[config.mk]
export PLATFORM = sky130hd
export DESIGN_NAME = ir_queue
export DESIGN_NICKNAME = d
export VERILOG_FILES = /design/src/rtl/ir_queue.sv
export SDC_FILE = /design/constraint.sdc
export NUM_CORES = 1
export LEC_CHECK = 0
export ABC_AREA = 1
export CORE_UTILIZATION = 50
export CTS_CLUSTER_SIZE = 28
export DETAILED_ROUTE_END_ITERATION = 10
export GPL_ROUTABILITY_DRIVEN = 0
export PLACE_DENSITY = 0.76
export SLEW_MARGIN = 15
export SYNTH_ARGS = -nofsm -noshare
export SYNTH_HDL_FRONTEND = slang
export SYNTH_SLANG_ARGS = --single-unit
[constraint.sdc]
create_clock -name clk -period 2.2 [get_ports clk]
set_input_delay 0.44 -clock clk [delete_from_list [all_inputs] [get_ports clk]]
set_output_delay 0.44 -clock clk [all_outputs]
set_load 0.03 [all_outputs]
[src/rtl/ir_queue.sv]
// -----------------------------------------------------------------------------
// ir_queue
//
// Instruction register with an integrated prefetch queue. The fetch side pushes
// instructions into a DEPTH-entry circular buffer. The controller pulses ld to
// move the oldest queued instruction into the registered ir_out. If the queue
// is empty when ld is pulsed, a NOP bubble is loaded instead. A flush clears
// the queue and the IR together, so a branch or jump starts from a clean state.
//
// Ports
//   clk        in   rising-edge clock
//   RST        in   asynchronous active-low reset
//   in_valid   in   fetch side presents an instruction
//   in_data    in   fetched instruction (IW bits)
//   in_ready   out  queue can accept (count != DEPTH); independent of ld
//   ld         in   load the next instruction into ir_out
//   flush      in   drop queued instructions and the current IR (highest priority)
//   ir_out     out  current instruction (registered)
//   immediate  out  ir_out[IMM_W-1:0]
//   ir_valid   out  ir_out holds a real instruction rather than a bubble
//   count      out  number of queued entries, excluding ir_out
// -----------------------------------------------------------------------------
module ir_queue #(
  parameter int              IW    = 8,
  parameter int              IMM_W = 4,
  parameter int              DEPTH = 4,
  parameter logic [IW-1:0]   NOP   = '0
) (
  input  logic                         clk,
  input  logic                         RST,
  input  logic                         in_valid,
  input  logic [IW-1:0]                in_data,
  output logic                         in_ready,
  input  logic                         ld,
  input  logic                         flush,
  output logic [IW-1:0]                ir_out,
  output logic [IMM_W-1:0]             immediate,
  output logic                         ir_valid,
  output logic [$clog2(DEPTH+1)-1:0]   count
);

  localparam int PW = $clog2(DEPTH);
  localparam int CW = $clog2(DEPTH+1);
  localparam logic [CW-1:0] FULL = CW'(DEPTH);

  logic [IW-1:0] mem [DEPTH];
  logic [PW-1:0] wr_ptr;
  logic [PW-1:0] rd_ptr;
  logic [CW-1:0] count_nxt;
  logic          push;
  logic          pop;

  // in_ready depends only on registered state, so there is no
  // combinational path from ld to the fetch side.
  assign in_ready  = (count != FULL);
  assign immediate = ir_out[IMM_W-1:0];

  // A flush swallows any same-cycle push or load. A load on an empty queue is
  // a bubble, not a pop. A same-cycle push is never bypassed into ir_out.
  assign push = in_valid && in_ready && !flush;
  assign pop  = ld && !flush && (count != '0);

  always_comb begin
    // NOTE: default first so every path assigns count_nxt and no latch is inferred.
    count_nxt = count;
    if (push && !pop)
      count_nxt = count + CW'(1);
    else if (!push && pop)
      count_nxt = count - CW'(1);
  end

  // NOTE: queue storage has no reset. Its contents are don't-care until
  // written, and count guarantees no unwritten entry is ever read.
  always_ff @(posedge clk) begin
    if (push)
      mem[wr_ptr] <= in_data;
  end

  // Pointers are PW bits and DEPTH is a power of two, so they wrap naturally.
  // count alone distinguishes full from empty.
  always_ff @(posedge clk or negedge RST) begin
    if (!RST) begin
      // NOTE: sequential state uses non-blocking assignments so every register
      // samples pre-edge values, whatever the statement order.
      wr_ptr   <= '0;
      rd_ptr   <= '0;
      count    <= '0;
      ir_out   <= NOP;
      ir_valid <= 1'b0;
    end else if (flush) begin
      wr_ptr   <= '0;
      rd_ptr   <= '0;
      count    <= '0;
      ir_out   <= NOP;
      ir_valid <= 1'b0;
    end else begin
      if (push)
        wr_ptr <= wr_ptr + PW'(1);
      if (ld) begin
        if (pop) begin
          ir_out   <= mem[rd_ptr];
          ir_valid <= 1'b1;
          rd_ptr   <= rd_ptr + PW'(1);
        end else begin
          ir_out   <= NOP;
          ir_valid <= 1'b0;
        end
      end
      count <= count_nxt;
    end
  end

endmodule

==> impl_metrics.csv, run 1 <==
group,metric,value,unit
critical_path,critical_path_depth,3,
pwr,power.share.combinational,0.346,
grt,total_congestion_overflow_after_global_routing,0,
logic_synthesis,synth_fp_nets,213,
logic_synthesis,synth_top_area_frac,0.455,
critical_path,reg2reg_to,"count[2]",
pwr,cellPowerDensity,1060,nW/um^2
critical_path,reg2reg_depth,12,
route,initial_drc_count,95,
logic_synthesis,ys.warnings.count,0,
critical_path,timing.critical_path.arrival,1610,ps
pwr,p_sw_frac,0.354,
critical_path,timing_worst_setup_path_type,"flip-flop to primary output",
timing,hold_viol_final,0,
timing,max-slew-margin-rel,0.690,
place,port_buffers,29,
critical_path,worstPathBufferInverterCount,1,
layout,layout.core_utilization,0.648,
logic_synthesis,yosys-top-cells-area,"sky130_fd_sc_hd__edfxtp_1 (45%), sky130_fd_sc_hd__dfrtp_1 (19%), sky130_fd_sc_hd__nand2_1 (9.9%)",
floorplanning,floorplan.die_area,4490,um^2
pwr,p_total,0.00277,W
cts,htreeDepth,2,
floorplanning,die_width,67.0,um
layout,design_area,2610,um^2
logic_synthesis,synth_top_cells_by_count,"sky130_fd_sc_hd__nand2_1 (56), sky130_fd_sc_hd__nand3_1 (37), sky130_fd_sc_hd__edfxtp_1 (32), sky130_fd_sc_hd__dfrtp_1 (16), sky130_fd_sc_hd__inv_1 (15)",
route,detail_route.vias_per_cell,5.11,
floorplanning,start_util,0.525,
cts,clk_path_buf_depth,2,
logic_synthesis,synthCells,195,
critical_path,worstSetupStartpointType,"flip-flop",
timing,final.setup_skew,7.18,ps
logic_synthesis,seq_area_frac_synth,0.644,
route,detailroute.via_count,1455,
timing,layout_worst_path_cycle_share,0.932,
cts,cts_made_buffers,5,
pwr,clock_power_frac,0.227,
layout,diodes,0,
grt,antenna_violations_before_repair,0,
critical_path,critical_path.endpoint_type,"primary output",
pwr,switchingPower,0.000982,W
cts,numClockSinks,48,
timing,rsz_0062_raised_after_global_routing,"false",
timing,fin_worst_hold_slack,458,ps
critical_path,path_cells,"nor2_4 -> nand2_1 -> clkdlybuf4s50_1",
cts,post_cts.repair.setup_buffers,0,
logic_synthesis,synth_cell_type_count,24,
logic_synthesis,async_reset_ff_frac,0.333,
cts,clkSlewWorstSetupHoldPaths,90,ps
timing,finalSetupViolations,0,
logic_synthesis,syn_avg_cell_area,10.8,um^2
critical_path,crit-reg2reg-launch,"count[2]",
route,routed_antenna_nets,0,
timing,fin_crit,2050,ps
cts,ctsResizeCount,0,
critical_path,crit_required,1760,ps
timing,timing_worst_slew_pin_value,464,ps
cts,tritoncts,"built",
critical_path,rrSetupSlack,430,ps
run_status,result_of_the_run,"completed",
logic_synthesis,post-synth-top-count-cell,"sky130_fd_sc_hd__nand2_1",
critical_path,timing.critical_path.fanout_max,4,
min_path,min_path_type,"input port to async pin",
logic_synthesis,yosysTopAreaCell,"sky130_fd_sc_hd__edfxtp_1",
logic_synthesis,ys.flop_type,"sky130_fd_sc_hd__edfxtp_1",
floorplanning,ioPinCount,30,
timing,fmax,488,MHz
layout,final_net_count,252,
grt,grt_pass1_vias,1438,
logic_synthesis,mapped_area,2110,um^2
route,drt_first_pass_iters,4,
critical_path,cp_top_family,"buffers and inverters",
cts,clkLatencyLatePin,300,ps
logic_synthesis,postSynthRegisterBits,48,
route,total_wire_length,3940,um
place,placement.cell_area,2500,um^2
timing,drv_slew,0,
grt,gr-usage-all-layers,0.211,
cts,ctsRootBufferMaster,"sky130_fd_sc_hd__clkbuf_8",
pwr,power.share.sequential,0.428,
layout,drive_gt1_frac,0.132,
layout,area_delta_synth_final,23.6,%
grt,grt_start_max_net_pins,20,
place,dp_hpwl,2740,um
pwr,power.ir.vdd_worst,0.545,mV
floorplanning,num_rows,23,
pwr,internal_power,0.00179,W
grt,grt_pass1_wl,6640,um
floorplanning,placeableCoreArea,4030,um^2
route,routed_wire_length_per_instance,13.8,um
critical_path,crit_end,"in_ready",
job,max_cap_violations,0,
critical_path,slowest_stage,"sky130_fd_sc_hd__clkdlybuf4s50_1",
route,drt_drc_violations_left,0,
critical_path,critical_path.max_stage_delay,600,ps
floorplanning,chip_height,67.0,um
logic_synthesis,synth_enable_flop_cells,32,
cts,post_cts_hold_buffer_count,0,
pwr,total_leakage_power,1.12,nW
critical_path,timing.critical_path.from,"count[1]",
## kinds of logic after synthesis
logic type | Yosys count | synth area share
AND/OR/NAND/NOR | 105 | 0.229
flip-flops | 48 | 0.644
buffers and inverters | 29 | 0.0669
AO/OA/AOI/OAI | 7 | 0.0231
adder cells (fa/ha/maj) | 5 | 0.0332
XOR/XNOR | 1 | 0.00415
## metal layers
layer | routed length (um) | up-vias | GRT usage
met4 | 51 | 0 | 0.0798
met1 | 1650 | 692 | 0.241
met2 | 2070 | 38 | 0.373
met5 | 0 | - | 0
met3 | 170 | 6 | 0.0565
li1 | - | 719 | -
## final cells by class
| type | count | area, um^2 |
|---|---|---|
| Multi-Input combinational cell | 118 | 611 |
| Clock inverter | 3 | 42.5 |
| Fill cell | 346 | 1420 |
| Inverter | 19 | 78.8 |
| Clock buffer | 5 | 68.8 |
| Sequential cell | 48 | 1360 |
| Timing Repair Buffer | 42 | 388 |
| Tap cell | 50 | 62.6 |
## through the flow
step	instances	TNS (ps)	setup WS, ps
floorplan	195	0	314
global placement	277	0	34.6
detailed placement	277	-13.3	-13.3
CTS	285	0	130
global route	285	0	44.5
finish	285	0	149
## power by group through the flow
stage | Sequential (W) | Combinational [W] | Clock (W)
global route | 0.00120 | 0.00108 | 0.000673
global placement | 0.00120 | 0.000945 | 0
finish | 0.00119 | 0.000957 | 0.000628
floorplan | 0.00129 | 0.000546 | 0
CTS | 0.00119 | 0.000971 | 0.000641
detailed placement | 0.00120 | 0.000959 | 0
## placed cells by master (no fill, tap or decap)
master                            instances
sky130_fd_sc_hd__a21oi_1                  1
sky130_fd_sc_hd__a21oi_4                  1
sky130_fd_sc_hd__buf_4                   13
sky130_fd_sc_hd__bufinv_16                1
sky130_fd_sc_hd__clkbuf_8                 5
sky130_fd_sc_hd__clkdlybuf4s50_1         29
sky130_fd_sc_hd__clkinv_1                 2
sky130_fd_sc_hd__clkinv_2                 1
sky130_fd_sc_hd__clkinvlp_4               1
sky130_fd_sc_hd__dfrtp_1                 16
sky130_fd_sc_hd__edfxtp_1                32
sky130_fd_sc_hd__fa_1                     1
sky130_fd_sc_hd__ha_1                     4
sky130_fd_sc_hd__inv_1                   15
sky130_fd_sc_hd__inv_2                    1
sky130_fd_sc_hd__inv_8                    1
sky130_fd_sc_hd__nand2_1                 56
sky130_fd_sc_hd__nand2_2                  2
sky130_fd_sc_hd__nand2_4                  2
sky130_fd_sc_hd__nand3_1                 37
sky130_fd_sc_hd__nand3_2                  2
sky130_fd_sc_hd__nand4_1                  1
sky130_fd_sc_hd__nor2_1                   4
sky130_fd_sc_hd__nor2_4                   1
sky130_fd_sc_hd__o21a_1                   1
sky130_fd_sc_hd__o21ai_0                  2
sky130_fd_sc_hd__o21ai_1                  2
sky130_fd_sc_hd__xnor2_1                  1
## registers in the layout (all words and copies together) (netlist names)
| signal | flops |
|---|---|
| ir_valid | 1 |
| rd_ptr | 2 |
| ir_out | 8 |
| count | 3 |
| mem | 32 |
| wr_ptr | 2 |
## worst min-delay path by stage
stage | startpoint | end | slack [ps] | depth (start not counted)
after floorplan | RST | count[0] | 140 | 0
after CTS | RST | count[1] | 460 | 2
after global placement | ir_valid | ir_valid | 490 | 2
final | RST | count[1] | 460 | 2
after global routing | RST | ir_out[4] | 470 | 2
after detailed placement | ir_out[7] | ir_out[7] | 500 | 2
Note: power is estimated with default switching activity, not from simulation.
==> run 2: changes to the inputs <==
Settings changed: CAP_MARGIN from default to 10.
==> results of run 2 <==
Final layout, timing and power as in run 1 (identical DEF).
